[src/rtl/dmem_arbiter.sv]
// Data-memory port arbiter: the MEM-stage pipeline owns the single-port RAM by default,
// and the debug unit takes idle cycles or steals one cycle after MAX_WAIT denials.
module dmem_arbiter #(
  parameter int ADDR_W   = 8,
  parameter int DATA_W   = 32,
  parameter int MAX_WAIT = 4
) (
  input  logic              clk,
  input  logic              reset,
  input  logic              pipe_re,
  input  logic              pipe_we,
  input  logic [31:0]       pipe_addr,
  input  logic [DATA_W-1:0] pipe_wdata,
  output logic [DATA_W-1:0] pipe_rdata,
  output logic              pipe_stall,
  output logic              pipe_addr_err,
  input  logic              dbg_req,
  input  logic              dbg_we,
  input  logic [ADDR_W-1:0] dbg_addr,
  input  logic [DATA_W-1:0] dbg_wdata,
  output logic              dbg_gnt,
  output logic              dbg_rvalid,
  output logic [DATA_W-1:0] dbg_rdata,
  output logic              mem_en,
  output logic              mem_we,
  output logic [ADDR_W-1:0] mem_addr,
  output logic [DATA_W-1:0] mem_wdata,
  input  logic [DATA_W-1:0] mem_rdata
);

  localparam int CNT_W = $clog2(MAX_WAIT) + 1;
  localparam logic [CNT_W-1:0] WAIT_LAST = CNT_W'(MAX_WAIT - 1);

  typedef enum logic {IDLE = 1'b0, STEAL = 1'b1} state_t;

  state_t             state_q, state_d;
  logic [CNT_W-1:0]   wait_cnt_q, wait_cnt_d;
  logic               rd_pipe_q, rd_pipe_d;
  logic               rd_dbg_q, rd_dbg_d;
  logic               err_q, err_d;
  logic [DATA_W-1:0]  pipe_hold_q, dbg_hold_q;

  logic               pipe_act;
  logic               pipe_oob;
  logic [ADDR_W-1:0]  pipe_word;
  logic               unused_addr_lsb;

  assign pipe_act        = pipe_re | pipe_we;
  assign pipe_oob        = |pipe_addr[31:ADDR_W+2];
  assign pipe_word       = pipe_addr[ADDR_W+1:2];
  assign unused_addr_lsb = ^pipe_addr[1:0];

  // Debug handshake: an access is transferred in exactly the cycle where dbg_req and
  // dbg_gnt are both high; dbg_gnt never rises without dbg_req. A granted read returns
  // its data with a one-cycle dbg_rvalid pulse on the following cycle.
  always_comb begin
    state_d       = state_q;
    wait_cnt_d    = '0;
    rd_pipe_d     = 1'b0;
    rd_dbg_d      = 1'b0;
    err_d         = 1'b0;
    pipe_stall    = 1'b0;
    pipe_addr_err = 1'b0;
    dbg_gnt       = 1'b0;
    mem_en        = 1'b0;
    mem_we        = 1'b0;
    mem_addr      = '0;
    mem_wdata     = '0;
    if (!reset) begin
      case (state_q)
        IDLE: begin
          if (pipe_act) begin
            if (pipe_oob) begin
              pipe_addr_err = 1'b1;
              err_d         = 1'b1;
            end else begin
              mem_en    = 1'b1;
              mem_we    = pipe_we;
              mem_addr  = pipe_word;
              mem_wdata = pipe_we ? pipe_wdata : '0;
              rd_pipe_d = ~pipe_we;
            end
            // Denied debug request: count it, and steal the next cycle once patience runs out.
            if (dbg_req) begin
              if (wait_cnt_q == WAIT_LAST) state_d = STEAL;
              else                         wait_cnt_d = wait_cnt_q + CNT_W'(1);
            end
          end else if (dbg_req) begin
            dbg_gnt   = 1'b1;
            mem_en    = 1'b1;
            mem_we    = dbg_we;
            mem_addr  = dbg_addr;
            mem_wdata = dbg_we ? dbg_wdata : '0;
            rd_dbg_d  = ~dbg_we;
          end
        end
        STEAL: begin
          pipe_stall = 1'b1;
          state_d    = IDLE;
          if (dbg_req) begin
            dbg_gnt   = 1'b1;
            mem_en    = 1'b1;
            mem_we    = dbg_we;
            mem_addr  = dbg_addr;
            mem_wdata = dbg_we ? dbg_wdata : '0;
            rd_dbg_d  = ~dbg_we;
          end
        end
        default: state_d = IDLE;
      endcase
    end
  end

  // Read return path: RAM data is steered combinationally in the cycle it arrives and
  // captured so each side keeps showing its last result.
  always_comb begin
    pipe_rdata = pipe_hold_q;
    dbg_rdata  = dbg_hold_q;
    dbg_rvalid = rd_dbg_q;
    if (err_q)          pipe_rdata = '0;
    else if (rd_pipe_q) pipe_rdata = mem_rdata;
    if (rd_dbg_q)       dbg_rdata  = mem_rdata;
    if (reset) begin
      pipe_rdata = '0;
      dbg_rdata  = '0;
      dbg_rvalid = 1'b0;
    end
  end

  always_ff @(posedge clk) begin
    if (reset) begin
      state_q     <= IDLE;
      wait_cnt_q  <= '0;
      rd_pipe_q   <= 1'b0;
      rd_dbg_q    <= 1'b0;
      err_q       <= 1'b0;
      pipe_hold_q <= '0;
      dbg_hold_q  <= '0;
    end else begin
      state_q     <= state_d;
      wait_cnt_q  <= wait_cnt_d;
      rd_pipe_q   <= rd_pipe_d;
      rd_dbg_q    <= rd_dbg_d;
      err_q       <= err_d;
      pipe_hold_q <= pipe_rdata;
      dbg_hold_q  <= dbg_rdata;
    end
  end

endmodule

[config.mk]
export PLATFORM = sky130hd
export DESIGN_NAME = dmem_arbiter
export DESIGN_NICKNAME = d
export VERILOG_FILES = /design/src/rtl/dmem_arbiter.sv
export SDC_FILE = /design/constraint.sdc
export NUM_CORES = 1
export LEC_CHECK = 0
export ABC_AREA = 0
export CORE_ASPECT_RATIO = 0.5
export CORE_UTILIZATION = 40
export CTS_CLUSTER_SIZE = 25
export DETAILED_ROUTE_END_ITERATION = 8
export GPL_TIMING_DRIVEN = 0
export PLACE_DENSITY = 0.87
export REMOVE_ABC_BUFFERS = 1
export SYNTH_ARGS = -nofsm -noshare
export SYNTH_HDL_FRONTEND = slang
export SYNTH_SLANG_ARGS = --single-unit
[constraint.sdc]
create_clock -name clk -period 4.17 [get_ports clk]
set_clock_uncertainty 0.1 [all_clocks]
set_input_delay 1.0425 -clock clk [delete_from_list [all_inputs] [get_ports clk]]
set_output_delay 1.0425 -clock clk [all_outputs]
set_load 0.02 [all_outputs]
; Word-level counts from Yosys, hierarchy flattened
; Index checks and enable logic that the tools add are counted.
[op_classes]
reduce_logical = 3
eq_ne = 1
addsub = 1
n_mux = 44
bitwise_logic = 6
[op_table]
columns = cell, count
row1 = $mux 32, 11
row2 = $pmux 32 s2, 1
row3 = $mux 8, 4
row4 = $reduce_or 25->1, 1
row5 = $mux 1, 22
row6 = $reduce_or 22->1, 1
row7 = $pmux 8 s2, 1
row8 = $pmux 1 s2, 5
row9 = $not 1->1, 5
row10 = $reduce_or 5->1, 1
row11 = $add 3x1->3 const B, 1
row12 = $eq 3x2->1 const B, 1
row13 = $or 1x1->1, 1
[word_totals]
regBits = 71
out_inout_bits = 110

; Logic depth before layout (Yosys ltp)
[logic_depth]
ltp_word = 5
ltp_mapped = 6

; Least setup slack after synthesis
; Ideal clock, no wire load.
[synth_path]
path_type = input-to-output
start = input pipe_we
end = output mem_addr[7]
n_path_buf = 2
arrival_time_ns = 2.234
slack_ns = 0.793
path_stages = 5
required_ns = 3.028
path_cell_list = buf_2 or2_1 clkbuf_1 nand3_1 o31ai_1
[synth_via]
elab_chain_len = 4
[synth_lines]
columns = element, line
row1 = from (decl), 11  ; input logic pipe_we,
row2 = $or 1x1->1, 48  ; assign pipe_act = pipe_re | pipe_we;
row3 = $mux 8, 72  ; if (pipe_act) begin
row4 = $pmux 8 s2, 70  ; case (state_q)
row5 = $mux 8, 69  ; if (!reset) begin
row6 = to (decl), 26  ; output logic [ADDR_W-1:0] mem_addr,
; No other way between the ends.

; Final worst setup path
[layout_path]
start = input dbg_req
end = output mem_wdata[16]
[layout_via]
elab_chain_len = 4
[layout_lines]
columns = element, line
row1 = from (decl), 17  ; input logic dbg_req,
row2 = $mux 32 (*), "88, 100"
row3 = $mux 32, 72
row4 = $pmux 32 s2 (*), 70
row5 = $mux 32 (*), 69
row6 = to (decl), 27  ; output logic [DATA_W-1:0] mem_wdata,
; Every way passes the cells marked *; elsewhere a longest branch is shown, timed or not.

==> results.md <==
* Num CTS Buffers at 9
* Worst endpoint required time at 3.03 ns
* Worst-path fanout max at 10
* Share of layout cells above drive strength 1 at 15.5%
* Routed length per instance at 18.7 um
* Routed wire length at 15900 um
* Setup Viol. Count Final at 0
* Max VDD drop at 230 uV
* Slew margin rel. at 52.0%
* DP HPWL at 10100 um
* Slowest CP cell: clkdlybuf4s50_1
* Synth top area cells: dfxtp_1 (36%), mux2i_1 (16%), nor2_1 (13%)
* MaxCap Viol Count at 0
* Slowest cell delay on critical path at 0.61 ns
* CTS tree: done
* Ant diodes at 0
* Clock root buffer: clkbuf_16
* Vias in the first global route at 4579
* Syn Inst Count at 470
* CP Launch Type: input port
* Post-synth EDFFs at 0
* Reg power frac at 38.5%
* Worst Hold Class: reg -> reg
* Outcome: completed
* Largest net degree at the start of global routing at 57
* Global route total overflow at 0
* Critical path cell sequence: clkdlybuf4s50_1 -> nor2b_2 -> nand4_1 -> o31ai_4 -> dlygate4sd2_1
* Top_reg_cell synth: dfxtp_1
* Top-count cell post-synth: nor2_1
* Crit end category: output port
* Switching Fraction at 23.6%
* Die Y at 72.5 um
* First-pass GRT wire length at 23900 um
* Setup TNS at 0 ns
* Router iterations before antenna repair at 5
* Port bufs at 249
* Top cells by count, synth: nor2_1 (133), dfxtp_1 (71), mux2i_1 (64), nand3_1 (49), o31ai_2 (38)
* Cell area after layout at 7120 um^2
* Clock power share at 44.6%
* Die ar. at 10400 um^2
* Mean post-synth cell area at 8.47 um^2
* Antenna violations before repair at 0
* Max Clock Freq at 0.243 GHz
* Row count at 25
* Ys Warns at 0
* Placed inst area at 6550 um^2
* Worst skew pair latency at 0.32 ns
* Syn Std Cell Area at 3980 um^2
* DR vias/cell at 5.48
* Fin nets at 855
* Register area share after synthesis at 35.7%
* Core ar. at 9540 um^2
* Initial Util at 41.7%
* Kind of critical path: in -> out
* Total track usage at 30.1%
* Yosys top cell by area: dfxtp_1
* Lkg Pwr at 2.64 nW
* Clock-pin slew on the worst setup and hold paths at 0.05 ns
* Final ANT Viol Nets at 0
* Vias at 4659
* P&R area growth vs syn at 79.0%
* Pint at 1.37 mW
* Yosys cell types at 25
* Fin crit period at 4.11 ns
* H-tree Lvls at 3
* Pins Over Slew Limit at 0
* Die W at 143 um
* DRC violations left at 0
* Switch Pwr at 0.421 mW
* I/O Pins at 252
* Worst-margin pin slew at 0.720 ns
* PD cells at 251 nW/um^2
* Final hold vios at 0
* Placer Congestion at 0.810
* Clock Sinks at 71
* Crit path arrival time at 2.96 ns
* Clock buffer depth at 2
* Initial drt markers at 296
* Crit share post-route at 98.5%
* Pwr Total at 1.79 mW
* Share of the synthesized area in the top cell type at 35.7%
* #FFs+latches synth at 71
* Async SR Flop Fraction at 0%
* Logic gate share of total power at 17.0%
[registers in the layout, summed over array words and instances (netlist names)]
name and count:
pipe_hold_q 32, wait_cnt_q 3, rd_dbg_q 1, rd_pipe_q 1
dbg_hold_q 32, state_q 1, err_q 1
[layer usage]
metal	GRT usage, %	wire length (um)	vias up	part of all wire, %
li1	-	-	2154	-
met1	34.0	6260	2209	39
met2	52.4	7640	237	48
met3	8.65	1210	59	7.6
met4	16.1	750	0	4.7
met5	0	0	-	0
[cell usage in the layout, fill, tap and decap left out, drive strengths merged, types with 17 or more instances in the layout]
cell type      count
buf               27
clkbuf            17
clkdlybuf4s50    203
dfxtp             71
dlygate4sd2       34
mux2i             64
nand3             49
nand4             37
nor2             136
o31ai             41
[power by group through the flow]
stage                     clock (mW)  sequential [mW]  combinational [mW]
final                          0.796            0.687               0.303
after floorplan                    0            0.702              0.0715
after CTS                      0.807            0.686               0.295
after global placement             0            0.703               0.262
after detailed placement           0            0.701               0.278
after global routing           0.841            0.687               0.320
[repair_timing]
item | 4_1_cts | 5_1_grt
gates resized for setup | 63 | 19
hold buffers | 0 | 0
hold endpoints to repair | 0 | 0
pin swaps | 8 | 2
buffers inserted | 14 | 5
gates cloned | 8 | 1
endpoints found under the setup margin | 59 | 33
[final cells by class]
type,count,area [um^2]
flip-flops and latches,71,1420
repair buffers,274,2700
fillers,689,2420
clock inverters,6,86.3
clock buffers,9,225
inverters,3,11.3
well taps,135,169
multi-input cells,352,2510
[cells by family (layout without fill, tap and decap cells)]
group / count (synthesis) / after routing / share of synthesized area, %
multiplexers: 64 / 64 / 16.1
AND/OR/NAND/NOR: 233 / 242 / 27.9
flip-flops: 71 / 71 / 35.7
adder cells (fa/ha/maj): 2 / 2 / 0.629
AO/OA/AOI/OAI: 44 / 44 / 13.2
buffers and inverters: 56 / 292 / 6.44
[metrics by stage]
step / utilization, % / hold WS, ns / cells / worst slack (ns)
detailed placement: 68.6 / 0.318 / 807 / -0.980
floorplan: - / 0.299 / 417 / -0.211
global route: 74.7 / 0.336 / 850 / -0.00979
CTS: 74.3 / 0.326 / 844 / 0.0228
finish: 74.7 / 0.327 / 850 / 0.0631
global placement: 67.0 / 0.309 / 801 / -3.85
[path summary, 6_finish.rpt]
kind / to / slack, ns / cells after the start / startpoint
setup / recovery: mem_wdata[16] / 0.06 / 5 / dbg_req
hold / removal: wait_cnt_q[0]$_SDFF_PP0_ / 0.33 / 1 / wait_cnt_q[0]$_SDFF_PP0_
setup reg to reg: pipe_hold_q[11]$_SDFF_PP0_ / 2.65 / 3 / rd_pipe_q$_SDFF_PP0_
hold reg to reg: wait_cnt_q[0]$_SDFF_PP0_ / 0.33 / 1 / wait_cnt_q[0]$_SDFF_PP0_
[worst max-delay path, delay by kind of cell]
| family | cells | cell delay [ns] |
|---|---|---|
| AND/OR/NAND/NOR | 2 | 0.81 |
| buffers and inverters | 2 | 0.98 |
| AO/OA/AOI/OAI | 1 | 0.14 |
(Power assumes the default switching activity.)
